File: src/rtl/clock_cfg_regs.sv
// clock_cfg_regs: register-side control upstream of the crypto clock mux.
// Holds the CLKSEL shadow register, synchronises and debounces the J16/K16
// DIP inputs, and sequences every configuration change through a settle
// window before presenting it to the mux. STATUS reports the decoded state.
// Optional build macro: CLKCFG_LOCK_EN (CLKSEL write with wdata[7]=1 locks
// further CLKSEL writes until reset).
//
// state    | meaning
// ---------+-----------------------------------------------------------
// ST_IDLE  | outputs match shadow/debounced values, nothing pending
// ST_HOLD  | change pending, counting down the settle window
// ST_APPLY | settle window done, capture values for the output stage
`timescale 1ns/1ps
module clock_cfg_regs #(
  parameter logic [7:0]  pADDR_CLKSEL = 8'h00,
  parameter logic [7:0]  pADDR_STATUS = 8'h01,
  parameter int unsigned pDEBOUNCE    = 16,
  parameter int unsigned pSETTLE      = 8
) (
  input  logic       usb_clk,
  input  logic       usb_rst_n,
  input  logic [7:0] I_reg_addr,
  input  logic       I_reg_wr,
  input  logic       I_reg_rd,
  input  logic [7:0] I_reg_wdata,
  output logic [7:0] O_reg_rdata,
  input  logic       I_j16_raw,
  input  logic       I_k16_raw,
  output logic [4:0] O_clock_reg,
  output logic       O_j16_sel,
  output logic       O_k16_sel,
  output logic       O_busy
);

  localparam int DBW = $clog2(pDEBOUNCE + 1);
  localparam int STW = $clog2(pSETTLE + 1);
  localparam logic [DBW-1:0] DB_LAST = DBW'(pDEBOUNCE - 1);
  localparam logic [STW-1:0] ST_LAST = STW'(pSETTLE - 1);

  typedef enum logic [1:0] {ST_IDLE, ST_HOLD, ST_APPLY} state_t;

  state_t           state_q, state_d;
  logic [STW-1:0]   cnt_q, cnt_d;
  logic [4:0]       shadow_q;
  logic             lock_q;
  logic [1:0]       dip_sync1_q, dip_sync2_q, dip_deb_q;
  logic [DBW-1:0]   dip_cnt_q [2];
  logic [6:0]       cfg_now, cfg_prev_q, stage_q;
  logic             apply_q;
  logic             pending;
  logic             wr_clksel;
  logic             src_is_ext, output_ext;
  logic             unused_wdata;

  // Bits 6:5 never carry meaning; bit 7 only matters in the lock build.
  assign unused_wdata = ^I_reg_wdata[7:5];

`ifdef CLKCFG_LOCK_EN
  assign wr_clksel = I_reg_wr && (I_reg_addr == pADDR_CLKSEL) && !lock_q;

  // Lock is sticky until reset once a CLKSEL write carries bit 7.
  always_ff @(posedge usb_clk) begin
    if (!usb_rst_n)
      lock_q <= 1'b0;
    else if (wr_clksel && I_reg_wdata[7])
      lock_q <= 1'b1;
  end
`else
  assign wr_clksel = I_reg_wr && (I_reg_addr == pADDR_CLKSEL);
  assign lock_q    = 1'b0;
`endif

  // CLKSEL shadow register, written from the bus.
  always_ff @(posedge usb_clk) begin
    if (!usb_rst_n)
      shadow_q <= '0;
    else if (wr_clksel)
      shadow_q <= I_reg_wdata[4:0];
  end

  // Two-flop synchronisers and per-input debounce (bit 0 = J16, bit 1 = K16).
  always_ff @(posedge usb_clk) begin
    if (!usb_rst_n) begin
      dip_sync1_q <= '0;
      dip_sync2_q <= '0;
      dip_deb_q   <= '0;
      for (int i = 0; i < 2; i++) dip_cnt_q[i] <= '0;
    end else begin
      dip_sync1_q <= {I_k16_raw, I_j16_raw};
      dip_sync2_q <= dip_sync1_q;
      for (int i = 0; i < 2; i++) begin
        if (dip_sync2_q[i] != dip_deb_q[i]) begin
          if (dip_cnt_q[i] == DB_LAST) begin
            dip_deb_q[i] <= ~dip_deb_q[i];
            dip_cnt_q[i] <= '0;
          end else begin
            dip_cnt_q[i] <= dip_cnt_q[i] + DBW'(1);
          end
        end else begin
          dip_cnt_q[i] <= '0;
        end
      end
    end
  end

  assign cfg_now = {shadow_q, dip_deb_q[1], dip_deb_q[0]};
  assign pending = cfg_now != {O_clock_reg, O_k16_sel, O_j16_sel};

  // Next-state logic; apply_q blocks re-entry while the output stage is
  // still loading, since pending compares against the old outputs then.
  always_comb begin
    state_d = state_q;
    cnt_d   = cnt_q;
    case (state_q)
      ST_IDLE: begin
        if (pending && !apply_q) begin
          state_d = ST_HOLD;
          cnt_d   = ST_LAST;
        end
      end
      ST_HOLD: begin
        if (cfg_now != cfg_prev_q)
          cnt_d = ST_LAST;
        else if (cnt_q == '0)
          state_d = ST_APPLY;
        else
          cnt_d = cnt_q - STW'(1);
      end
      ST_APPLY: state_d = ST_IDLE;
      default:  state_d = ST_IDLE;
    endcase
  end

  // Sequencer registers; outputs load one edge after APPLY so that they
  // change on the same edge that busy falls.
  always_ff @(posedge usb_clk) begin
    if (!usb_rst_n) begin
      state_q     <= ST_IDLE;
      cnt_q       <= '0;
      cfg_prev_q  <= '0;
      stage_q     <= '0;
      apply_q     <= 1'b0;
      O_busy      <= 1'b0;
      O_clock_reg <= '0;
      O_j16_sel   <= 1'b0;
      O_k16_sel   <= 1'b0;
    end else begin
      state_q    <= state_d;
      cnt_q      <= cnt_d;
      cfg_prev_q <= cfg_now;
      O_busy     <= (state_q != ST_IDLE);
      apply_q    <= (state_q == ST_APPLY);
      if (state_q == ST_APPLY)
        stage_q <= cfg_now;
      if (apply_q)
        {O_clock_reg, O_k16_sel, O_j16_sel} <= stage_q;
    end
  end

  // Source/output decode from the applied values.
  always_comb begin
    if (O_clock_reg[2:0] == 3'b001)
      src_is_ext = 1'b0;
    else if (O_clock_reg[2:0] == 3'b101)
      src_is_ext = 1'b1;
    else
      src_is_ext = !O_clock_reg[0] && O_j16_sel;

    if (O_clock_reg[0] && (O_clock_reg[4:3] == 2'b00))
      output_ext = 1'b0;
    else if (O_clock_reg[0] && (O_clock_reg[4:3] == 2'b01))
      output_ext = 1'b1;
    else
      output_ext = !O_clock_reg[0] && O_k16_sel;
  end

  // Registered read port; a same-cycle CLKSEL write is seen on the next read.
  always_ff @(posedge usb_clk) begin
    if (!usb_rst_n)
      O_reg_rdata <= '0;
    else if (I_reg_rd) begin
      if (I_reg_addr == pADDR_CLKSEL)
        O_reg_rdata <= {3'b000, shadow_q};
      else if (I_reg_addr == pADDR_STATUS)
        O_reg_rdata <= {2'b00, lock_q, O_busy, output_ext, src_is_ext,
                        O_k16_sel, O_j16_sel};
      else
        O_reg_rdata <= 8'h00;
    end
  end

endmodule

File: config.mk
export PLATFORM = sky130hd
export DESIGN_NAME = clock_cfg_regs
export DESIGN_NICKNAME = d
export VERILOG_FILES = /design/src/rtl/clock_cfg_regs.sv
export SDC_FILE = /design/constraint.sdc
export NUM_CORES = 1
export LEC_CHECK = 0
export ABC_AREA = 1
export BUFFER_PORTS_ARGS = -buffer_cell sky130_fd_sc_hd__buf_2
export CAP_MARGIN = 30
export CORE_UTILIZATION = 56
export DETAILED_ROUTE_END_ITERATION = 6
export PLACE_DENSITY = 0.79
export SLEW_MARGIN = 40
export SYNTH_ARGS = -nofsm -noshare
export SYNTH_HDL_FRONTEND = slang
export SYNTH_SLANG_ARGS = --single-unit
File: constraint.sdc
create_clock -name usb_clk -period 1.9 [get_ports usb_clk]
set_input_delay 0.38 -clock usb_clk [delete_from_list [all_inputs] [get_ports usb_clk]]
set_output_delay 0.38 -clock usb_clk [all_outputs]
set_load 0.01 [all_outputs]
==> PnR_summary.wiki, run 1 <==
{| class="wikitable"
! Metric !! Value
|-
| Status || complete, no violations
|-
| Final routed wire length divided by cell count || 11.02 µm
|-
| Switching power || 695.1 µW
|-
| Largest registers in the final layout || dip_cnt_q x10, cfg_prev_q x7, stage_q x7
|-
| Sinks on Clock Net || 55
|-
| Number of hold-slack violations in the final timing report || 0
|-
| Footprint of the multi-input gates || 1050 µm²
|-
| Number of violations reported at the end of detailed-routing iteration 0 || 123
|-
| Post-layout minimum cycle time || 1.800 ns
|-
| Setup Viol. Count Final || 0
|-
| Final GP Congestion || 0.8649
|-
| Global-route usage over all layers || 21.83%
|-
| Hold-fix buffers at CTS || 0
|-
| Predominant post-synthesis flop cell || dfxtp_1
|-
| Antenna diode instance count || 0
|-
| Yosys reg bits || 55
|-
| Max-cap check violation count || 0
|-
| Clock tree from TritonCTS || yes
|-
| Total grt overflow || 0
|-
| Clk root buf || clkbuf_8
|-
| I/O Buffers || 31
|-
| Die Height || 68.19 µm
|-
| Largest net degree at the start of global routing || 40
|-
| Cell count after synthesis || 309
|-
| Max-slew violation total from the final report || 0
|-
| Arrival time reported for the critical path endpoint || 1.96 ns
|-
| Crit Path Category || flip-flop to flip-flop
|-
| Combinational share of power || 18.3%
|-
| Category of the worst setup path launch point || flip-flop
|-
| Max frequency || 0.5557 GHz
|-
| Total power draw || 2.589 mW
|-
| Yosys top cell by area || dfxtp_1
|-
| Die Wd || 68.19 µm
|-
| Routed wire length || 4384 µm
|-
| Clock-pin slew reported for the worst setup and hold paths after clock tree synthesis || 0.09 ns
|-
| Static leakage power || 1.411 nW
|-
| Number of nets in the layout || 374
|-
| Critical path capture point type || flip-flop
|-
| Worst supply voltage drop on vdd || 0.0006346 V
|-
| Per-instance average area after synthesis || 7.940 µm²
|-
| Count of cell types in the netlist || 33
|-
| Netlist Area Pre-Place || 2454 µm²
|-
| Layout overhead on the synthesized area || 12.75%
|-
| Number of H-tree levels || 2
|-
| Number of placement rows || 23
|-
| Flop pwr share || 51.5%
|-
| Wire length of the first global-routing pass || 7376 µm
|-
| Initial antenna violation count || 0
|-
| Cell area after layout || 2766 µm²
|-
| Total number of yosys warnings || 0
|-
| Filler cell count || 370
|-
| Fin crit share || 94.71%
|-
| Data required time of the critical path || 2.06 ns
|-
| Instance area at placement || 2640 µm²
|-
| Clk network pwr share || 30.2%
|-
| Core area || 4115 µm²
|-
| Top-area cell type share of the netlist area || 36.72%
|-
| Top post-synthesis cells by area || dfxtp_1 (37%), edfxtp_1 (12%), nor2_1 (8.3%)
|-
| Number of flops mapped to enable cells by yosys || 10
|-
| DRT antenna net count || 0
|-
| Starting utilization of the core area || 59.62%
|-
| Number of buffers between clock root and the deepest sink || 2
|-
| Die outline area || 4650 µm²
|-
| Post-detail-place hpwl || 3196 µm
|-
| DRC violation count after routing || 0
|-
| FF/Latch Area || 1201 µm²
|-
| Switching part of the total power || 26.85%
|-
| Count of vias placed by the detailed router || 1971
|-
| Final Skew || 0.005146 ns
|-
| Total negative slack || 0 ns
|-
| Flip-flop count of the largest register after layout || 10
|-
| RSZ-0062 raised after global routing || no
|-
| FFs w/ async S/R, synth || 0%
|-
| Register area share after synthesis || 48.95%
|-
| PwrDens || 936.0 nW/µm²
|-
| Share of post-route cells with drive strength above 1 || 16.38%
|-
| Class of the worst hold path || input pin to flip-flop
|-
| Clock network latency to the later pin of the worst-skew pair || 0.30 ns
|-
| # IOs || 38
|-
| Vias in the first global route || 1704
|-
| Detailed-router iteration count before antenna repair || 4
|-
| Register bank with the most flops || dip_cnt_q
|-
| Crit path max fanout || 5
|-
| Internal Power || 1.894 mW
|-
| Clock buffer count from CTS || 5
|-
| Avg Vias per Cell || 4.952
|}
[layer usage]
layer | wire, µm | global-route usage [%] | up-vias
li1 | - | - | 1034
met1 | 2007 | 27.43 | 882
met2 | 2083 | 35.29 | 49
met3 | 235 | 5.333 | 6
met4 | 58 | 9.635 | 0
met5 | 0 | 0 | -
[layout by cell type, fill, tap and decap left out]
cell type,n
nor2_1,54
dfxtp_1,45
nand2_1,41
inv_1,38
buf_2,31
o21ai_0,24
nand3_1,17
a21oi_1,16
conb_1,13
edfxtp_1,10
xnor2_1,7
clkbuf_8,6
inv_2,5
xor2_1,5
ha_1,5
o211ai_1,4
nor3_1,4
nand2_2,3
nor2_2,3
o21bai_1,2
nor3b_1,2
buf_4,2
or2_1,1
nor3_2,1
a22oi_1,1
a211oi_2,1
o21ai_2,1
clkinv_1,1
o21ai_4,1
or2_2,1
and3_1,1
bufinv_16,1
clkinv_2,1
[power by group through the flow]
stage | registers (mW) | logic, mW | clock network, mW
global placement | 1.35 | 0.460 | 0
floorplan | 1.35 | 0.372 | 0
global route | 1.35 | 0.544 | 0.847
CTS | 1.33 | 0.476 | 0.803
detailed placement | 1.36 | 0.473 | 0
finish | 1.33 | 0.475 | 0.782
[layout make-up]
cell class / instances / share of cell area (%)
inverters: 44 / 5.970
flip-flops and latches: 55 / 43.42
repair buffers: 33 / 6.151
well taps: 50 / 2.261
clock inverters: 2 / 1.266
clock buffers: 6 / 2.985
multi-input cells: 208 / 37.95
[worst paths after layout]
kind                                 startpoint         endpoint  slack, ns  depth (start not counted)
worst max-delay path            dip_cnt_q[0][0]  dip_cnt_q[0][3]       0.10                          8
worst min-delay path                  I_k16_raw   dip_sync1_q[1]       0.25                          3
worst max register to register  dip_cnt_q[0][0]  dip_cnt_q[0][3]       0.10                          8
worst min register to register   dip_sync1_q[0]   dip_sync2_q[0]       0.43                          2
[worst max-delay path, cell delays in order, from the launching register on]
cell and delay (ns):
edfxtp_1 0.43, ha_1 0.23, nand2_1 0.07, nor2_1 0.05, ha_1 0.21, a211oi_2 0.23
o21ai_2 0.13, o21bai_1 0.18, a21oi_1 0.12
[stage by stage]
stage | hold slack (ns) | utilization [%] | std cells | setup WS, ns
after floorplan | 0.3905 | - | 320 | 0.2701
after global routing | 0.2533 | 67.22 | 398 | 0.04682
after detailed placement | 0.4113 | 64.15 | 390 | 0.1268
final | 0.2512 | 67.22 | 398 | 0.1005
after global placement | 0.3946 | 64.15 | 390 | 0.1786
after CTS | 0.2435 | 67.01 | 398 | 0.08603
[kinds of logic after synthesis]
| kind of cell | after synthesis | share of synthesized area [%] |
|---|---|---|
| and+or+nand+nor | 128 | 22.13 |
| buffers and inverters | 57 | 10.30 |
| DFF | 55 | 48.95 |
| AOI/OAI and AO/OA | 50 | 11.47 |
| xor gates and xnor gates | 12 | 4.283 |
| adders and majority gates | 5 | 2.550 |
| other | 2 | 0.3061 |
[Yosys cell counts, types with 5 or more instances]
cell type / instances
inv_2: 5
inv_1: 38
nand2_1: 41
nand3_1: 17
edfxtp_1: 10
dfxtp_1: 45
xnor2_1: 7
o21ai_0: 24
clkbuf_1: 5
nor2_1: 54
a21oi_1: 16
xor2_1: 5
ha_1: 5
[repair_timing]
action,in CTS,in global routing
resized for setup,0,2
buffers inserted,0,0
endpoints found under the setup margin,0,1
Power figures use the tool's default switching activity.
==> run 2, diff against run 1 <==
CORE_UTILIZATION = 60   (was 56)
PLACE_DENSITY = 0.84   (was 0.79)
clock period = 2.14 ns   (was 1.9 ns; I/O delays follow)
==> PnR_summary.wiki, run 2 (same netlist as run 1, synthesis figures left out) <==
{| class="wikitable"
! Metric !! Value
|-
| Number of buffers between clock root and the deepest sink || 2
|-
| Flip-flop count of the largest register after layout || 10
|-
| Core area || 3799 µm²
|-
| Starting utilization of the core area || 64.59%
|-
| Hold-fix buffers at CTS || 0
|-
| Critical path, cell by cell || ha_1 -> nand2_1 -> nor2_1 -> ha_1 -> a211oi_1 -> o21ai_1 -> o21bai_1 -> a21oi_1
|-
| Clock-pin slew reported for the worst setup and hold paths after clock tree synthesis || 0.09 ns
|-
| Arrival time reported for the critical path endpoint || 1.99 ns
|-
| Clock network latency to the later pin of the worst-skew pair || 0.30 ns
|-
| Routed wire length || 4556 µm
|-
| Clk root buf || clkbuf_8
|-
| Die Wd || 65.95 µm
|-
| Avg Vias per Cell || 5.045
|-
| Critical register-to-register path startpoint || dip_cnt_q[0][0]
|-
| Die Height || 65.95 µm
|-
| Count of vias placed by the detailed router || 1998
|-
| Fin crit share || 85.08%
|-
| Initial antenna violation count || 0
|-
| Sinks on Clock Net || 55
|-
| Data required time of the critical path || 2.31 ns
|-
| Footprint of the multi-input gates || 1041 µm²
|-
| Number of H-tree levels || 2
|-
| Vias in the first global route || 1852
|-
| Detailed-router iteration count before antenna repair || 4
|-
| Share of post-route cells with drive strength above 1 || 14.94%
|-
| I/O Buffers || 31
|-
| Cell area after layout || 2718 µm²
|-
| CP max stage cell || edfxtp_1
|-
| FF/Latch Area || 1201 µm²
|-
| Wire length of the first global-routing pass || 7962 µm
|-
| Critical Path Max Stage Delay || 0.44 ns
|-
| Critical path capture point type || flip-flop
|-
| Class of the worst hold path || input pin to flip-flop
|-
| Category of the worst setup path launch point || flip-flop
|-
| Status || complete, no violations
|-
| Register bank with the most flops || dip_cnt_q
|-
| Min-Delay Startpoint || I_j16_raw
|-
| Instance area at placement || 2638 µm²
|-
| Final Skew || 0.006678 ns
|-
| Number of violations reported at the end of detailed-routing iteration 0 || 97
|-
| Post-cts resize count || 0
|-
| Post-CTS setup buffer count || 0
|-
| Max frequency || 0.5493 GHz
|-
| Filler cell count || 310
|-
| Number of hold-slack violations in the final timing report || 0
|-
| Global-route usage over all layers || 24.18%
|-
| Static leakage power || 1.388 nW
|-
| Origin of the worst setup path || dip_cnt_q[0][0]
|-
| Max-slew violation total from the final report || 0
|-
| Crit Path Category || flip-flop to flip-flop
|-
| Final routed wire length divided by cell count || 11.51 µm
|-
| Antenna diode instance count || 0
|-
| DRT antenna net count || 0
|-
| Layout overhead on the synthesized area || 10.76%
|-
| Max-cap check violation count || 0
|-
| Total grt overflow || 0
|-
| Highest-count cells in the layout ignoring fill and taps || nor2_1 (54), dfxtp_1 (45), nand2_1 (41)
|-
| Number of placement rows || 22
|-
| Largest net degree at the start of global routing || 40
|-
| Crit path max fanout || 5
|-
| Largest registers in the final layout || dip_cnt_q x10, cfg_prev_q x7, stage_q x7
|-
| # IOs || 38
|-
| Clock buffer count from CTS || 5
|-
| DRC violation count after routing || 0
|-
| RSZ-0062 raised after global routing || no
|-
| Most common cell after layout, fill and taps aside || nor2_1
|-
| PwrDens || 790.3 nW/µm²
|-
| Clock tree from TritonCTS || yes
|-
| Post-layout minimum cycle time || 1.821 ns
|-
| Setup Viol. Count Final || 0
|-
| Worst supply voltage drop on vdd || 0.0006731 V
|-
| Number of nets in the layout || 374
|-
| Post-detail-place hpwl || 3400 µm
|-
| Most used cell along the critical path || ha_1
|-
| Total negative slack || 0 ns
|-
| Final GP Congestion || 0.8492
|-
| Die outline area || 4349 µm²
|}
## run 2: changes by cell type in the layout (fill, tap and decap cells not counted), sizes merged
cell    change
bufinv      -1
clkinv      +1
## run 2: metrics by stage
| step | util (%) | total power [mW] | worst slack [ns] | hold WS [ns] | std cells |
|---|---|---|---|---|---|
| finish | 71.54 | 2.148 | 0.3194 | 0.3106 | 396 |
| global route | 71.54 | 2.275 | 0.1668 | 0.2961 | 396 |
| CTS | 71.54 | 2.157 | 0.3163 | 0.3062 | 396 |
| detailed placement | 69.43 | 1.635 | 0.3340 | 0.4021 | 388 |
| global placement | 69.43 | 1.615 | 0.4280 | 0.3935 | 388 |
| floorplan | - | 1.533 | 0.5101 | 0.3905 | 320 |
## run 2: final timing paths
| check | endpoint | slack [ns] | cells past startpoint |
|---|---|---|---|
| worst max-delay path | dip_cnt_q[0][3] | 0.32 | 8 |
| worst min-delay path | dip_sync1_q[0] | 0.31 | 3 |
| worst max register to register | dip_cnt_q[0][3] | 0.32 | 8 |
| worst min register to register | dip_sync2_q[0] | 0.42 | 2 |
## run 2: worst max-delay path, delay by kind of cell, from the launching register on
kind	cells	cell delay, ns
adders and majority gates	2	0.44
DFF	1	0.44
AOI/OAI and AO/OA	4	0.70
and+or+nand+nor	2	0.12
## run 2: layer usage
| metal | GRT usage [%] | share of wire (%) | vias to the layer above |
|---|---|---|---|
| li1 | - | - | 1040 |
| met1 | 28.59 | 45 | 894 |
| met2 | 41.58 | 48 | 51 |
| met3 | 5.690 | 4.7 | 13 |
| met4 | 10.37 | 2.4 | 0 |
| met5 | 0 | 0 | - |
## run 2: cell type report
class	instances	share of cell area, %
flip-flops and latches	55	44.20
multi-input cells	208	38.31
repair buffers	33	6.261
inverters	44	6.077
clock buffers	6	2.670
well taps	48	2.210
clock inverters	2	0.2762
## run 2: report_power, final
part	total (mW)	internal [mW]	leakage (nW)	switching, mW
sequential	1.18	1.14	0.468	0.0482
clock	0.533	0.224	0.0403	0.309
combinational	0.432	0.170	0.880	0.262
total	2.15	1.53	1.39	0.619
==> run 3, diff against run 2 <==
CELL_PAD_IN_SITES_DETAIL_PLACEMENT = 2   (was default)
CELL_PAD_IN_SITES_GLOBAL_PLACEMENT = 2   (was default)
CORE_UTILIZATION = 35   (was 60)
PLACE_DENSITY = default   (was 0.84)
PLACE_DENSITY_LB_ADDON = 0.1   (was default)
==> PnR_summary.wiki, run 3 (same netlist as run 1, synthesis figures left out) <==
{| class="wikitable"
! Metric !! Value
|-
| Initial antenna violation count || 0
|-
| Most used cell along the critical path || ha_1
|-
| Post-detail-place hpwl || 4377 µm
|-
| Setup Viol. Count Final || 0
|-
| Critical path buffer and inverter count || 0
|-
| Total grt overflow || 0
|-
| Antenna diode instance count || 0
|-
| Critical path, cell by cell || ha_1 -> nand2_1 -> nor2_1 -> ha_1 -> a211oi_1 -> o21ai_1 -> o21bai_1 -> a21oi_1
|-
| Global-route usage over all layers || 17.21%
|-
| Number of violations reported at the end of detailed-routing iteration 0 || 42
|-
| Total negative slack || 0 ns
|-
| Wire length of the first global-routing pass || 9756 µm
|-
| PwrDens || 798.8 nW/µm²
|-
| Largest net degree at the start of global routing || 40
|-
| # IOs || 38
|-
| Crit path max fanout || 5
|-
| Max frequency || 0.5570 GHz
|-
| Highest-count cells in the layout ignoring fill and taps || nor2_1 (54), dfxtp_1 (45), nand2_1 (41)
|-
| Clock buffer count from CTS || 5
|-
| Clock tree from TritonCTS || yes
|-
| CP max stage cell || edfxtp_1
|-
| Critical path capture point type || flip-flop
|-
| Data required time of the critical path || 2.31 ns
|-
| Flip-flop count of the largest register after layout || 10
|-
| Most common cell after layout, fill and taps aside || nor2_1
|-
| Crit Path Category || flip-flop to flip-flop
|-
| Routed wire length || 5769 µm
|-
| Final GP Congestion || 0.7327
|-
| DRT antenna net count || 0
|-
| Clock-pin slew reported for the worst setup and hold paths after clock tree synthesis || 0.09 ns
|-
| R2R Setup Slk || 0.34 ns
|-
| Register bank with the most flops || dip_cnt_q
|-
| Post-CTS setup buffer count || 0
|-
| Status || complete, no violations
|-
| Starting utilization of the core area || 36.11%
|-
| Share of post-route cells with drive strength above 1 || 15.80%
|-
| Post-cts resize count || 0
|-
| Final Skew || 0.01313 ns
|-
| Class of the worst hold path || input pin to flip-flop
|-
| Worst Hold Margin || 0.3068 ns
|-
| Number of nets in the layout || 374
|-
| RSZ-0062 raised after global routing || no
|-
| Static leakage power || 1.397 nW
|-
| Cells on Worst Hold Path || 3
|-
| Die outline area || 7349 µm²
|-
| Critical register-to-register path startpoint || dip_cnt_q[0][0]
|-
| Number of buffers between clock root and the deepest sink || 2
|-
| Min-Delay Startpoint || I_j16_raw
|-
| Clock network latency to the later pin of the worst-skew pair || 0.32 ns
|-
| Largest registers in the final layout || dip_cnt_q x10, cfg_prev_q x7, stage_q x7
|-
| FF-to-FF path depth || 8
|-
| Die Height || 85.73 µm
|-
| Detailed-router iteration count before antenna repair || 3
|-
| Vias in the first global route || 2055
|-
| Number of H-tree levels || 2
|-
| Count of vias placed by the detailed router || 2033
|-
| Hold-fix buffers at CTS || 0
|-
| Sinks on Clock Net || 55
|-
| Final routed wire length divided by cell count || 12.99 µm
|-
| Worst flop-to-flop path endpoint || dip_cnt_q[0][3]
|-
| DRC violation count after routing || 0
|-
| Critical Path Max Stage Delay || 0.42 ns
|-
| I/O Buffers || 31
|-
| Category of the worst setup path launch point || flip-flop
|-
| Number of hold-slack violations in the final timing report || 0
|-
| Layout overhead on the synthesized area || 13.72%
|-
| Die Wd || 85.73 µm
|-
| Worst supply voltage drop on vdd || 0.0003247 V
|-
| Worst min-delay path endpoint || dip_sync1_q[0]
|-
| Max-cap check violation count || 0
|-
| Fin crit share || 83.90%
|-
| Filler cell count || 827
|-
| Max-slew violation total from the final report || 0
|-
| Core area || 6794 µm²
|-
| Number of placement rows || 30
|-
| Post-layout minimum cycle time || 1.795 ns
|-
| Worst path top cell family by delay || compound AO/OA/AOI/OAI gates
|-
| Arrival time reported for the critical path endpoint || 1.96 ns
|-
| Final core utilization || 41.07%
|-
| Clk root buf || clkbuf_8
|-
| Avg Vias per Cell || 4.579
|}
run 3: changes by cell type in the layout (fill, tap and decap cells not counted), sizes merged:
cell    delta
inv        +1
clkbuf     -1
run 3: how the worst max path moves through the flow:
stage,startpoint,to,slack [ns],cells past startpoint
floorplan,dip_cnt_q[0][0],dip_cnt_q[0][3],0.51,8
global placement,dip_cnt_q[0][0],dip_cnt_q[0][3],0.39,8
detailed placement,dip_cnt_q[0][0],dip_cnt_q[0][3],0.34,8
CTS,dip_cnt_q[0][0],dip_cnt_q[0][3],0.31,8
global route,dip_cnt_q[0][0],dip_cnt_q[0][3],0.19,8
finish,dip_cnt_q[0][0],dip_cnt_q[0][3],0.34,8
run 3: tightest hold or removal path, cell delays in order:
cell and delay [ns]:
buf_2 0.08, nand2_1 0.04, inv_1 0.04
run 3: metrics by stage:
step | instances | area [µm²] | power [mW] | setup WS, ns
2_1_floorplan | 320 | 2495 | 1.533 | 0.5101
3_3_place_gp | 436 | 2698 | 1.635 | 0.3859
3_5_place_dp | 436 | 2698 | 1.658 | 0.3413
4_1_cts | 444 | 2790 | 2.267 | 0.3129
5_1_grt | 444 | 2790 | 2.362 | 0.1918
6_report | 444 | 2790 | 2.229 | 0.3446
run 3: final cells by class:
type | instances | area [µm²] | share of cell area (%)
Sequential cell | 55 | 1201 | 43.05
Multi-Input combinational cell | 208 | 1041 | 37.31
Timing Repair Buffer | 33 | 170.2 | 6.099
Inverter | 44 | 165.2 | 5.919
Tap cell | 96 | 120.1 | 4.305
Clock buffer | 5 | 68.82 | 2.466
Clock inverter | 3 | 23.77 | 0.8520
run 3: routing by layer:
metal	part of all wire, %	up-vias	GRT usage (%)
met5	0	-	0
met1	48	972	22.03
met2	48	23	29.24
met3	2.4	5	3.176
li1	-	1033	-
met4	1.5	0	5.909
run 3: power breakdown:
part	internal (mW)	total (mW)	switching (mW)
Combinational	0.169	0.440	0.272
Sequential	1.14	1.19	0.0506
Clock	0.236	0.603	0.366
Total	1.54	2.23	0.689
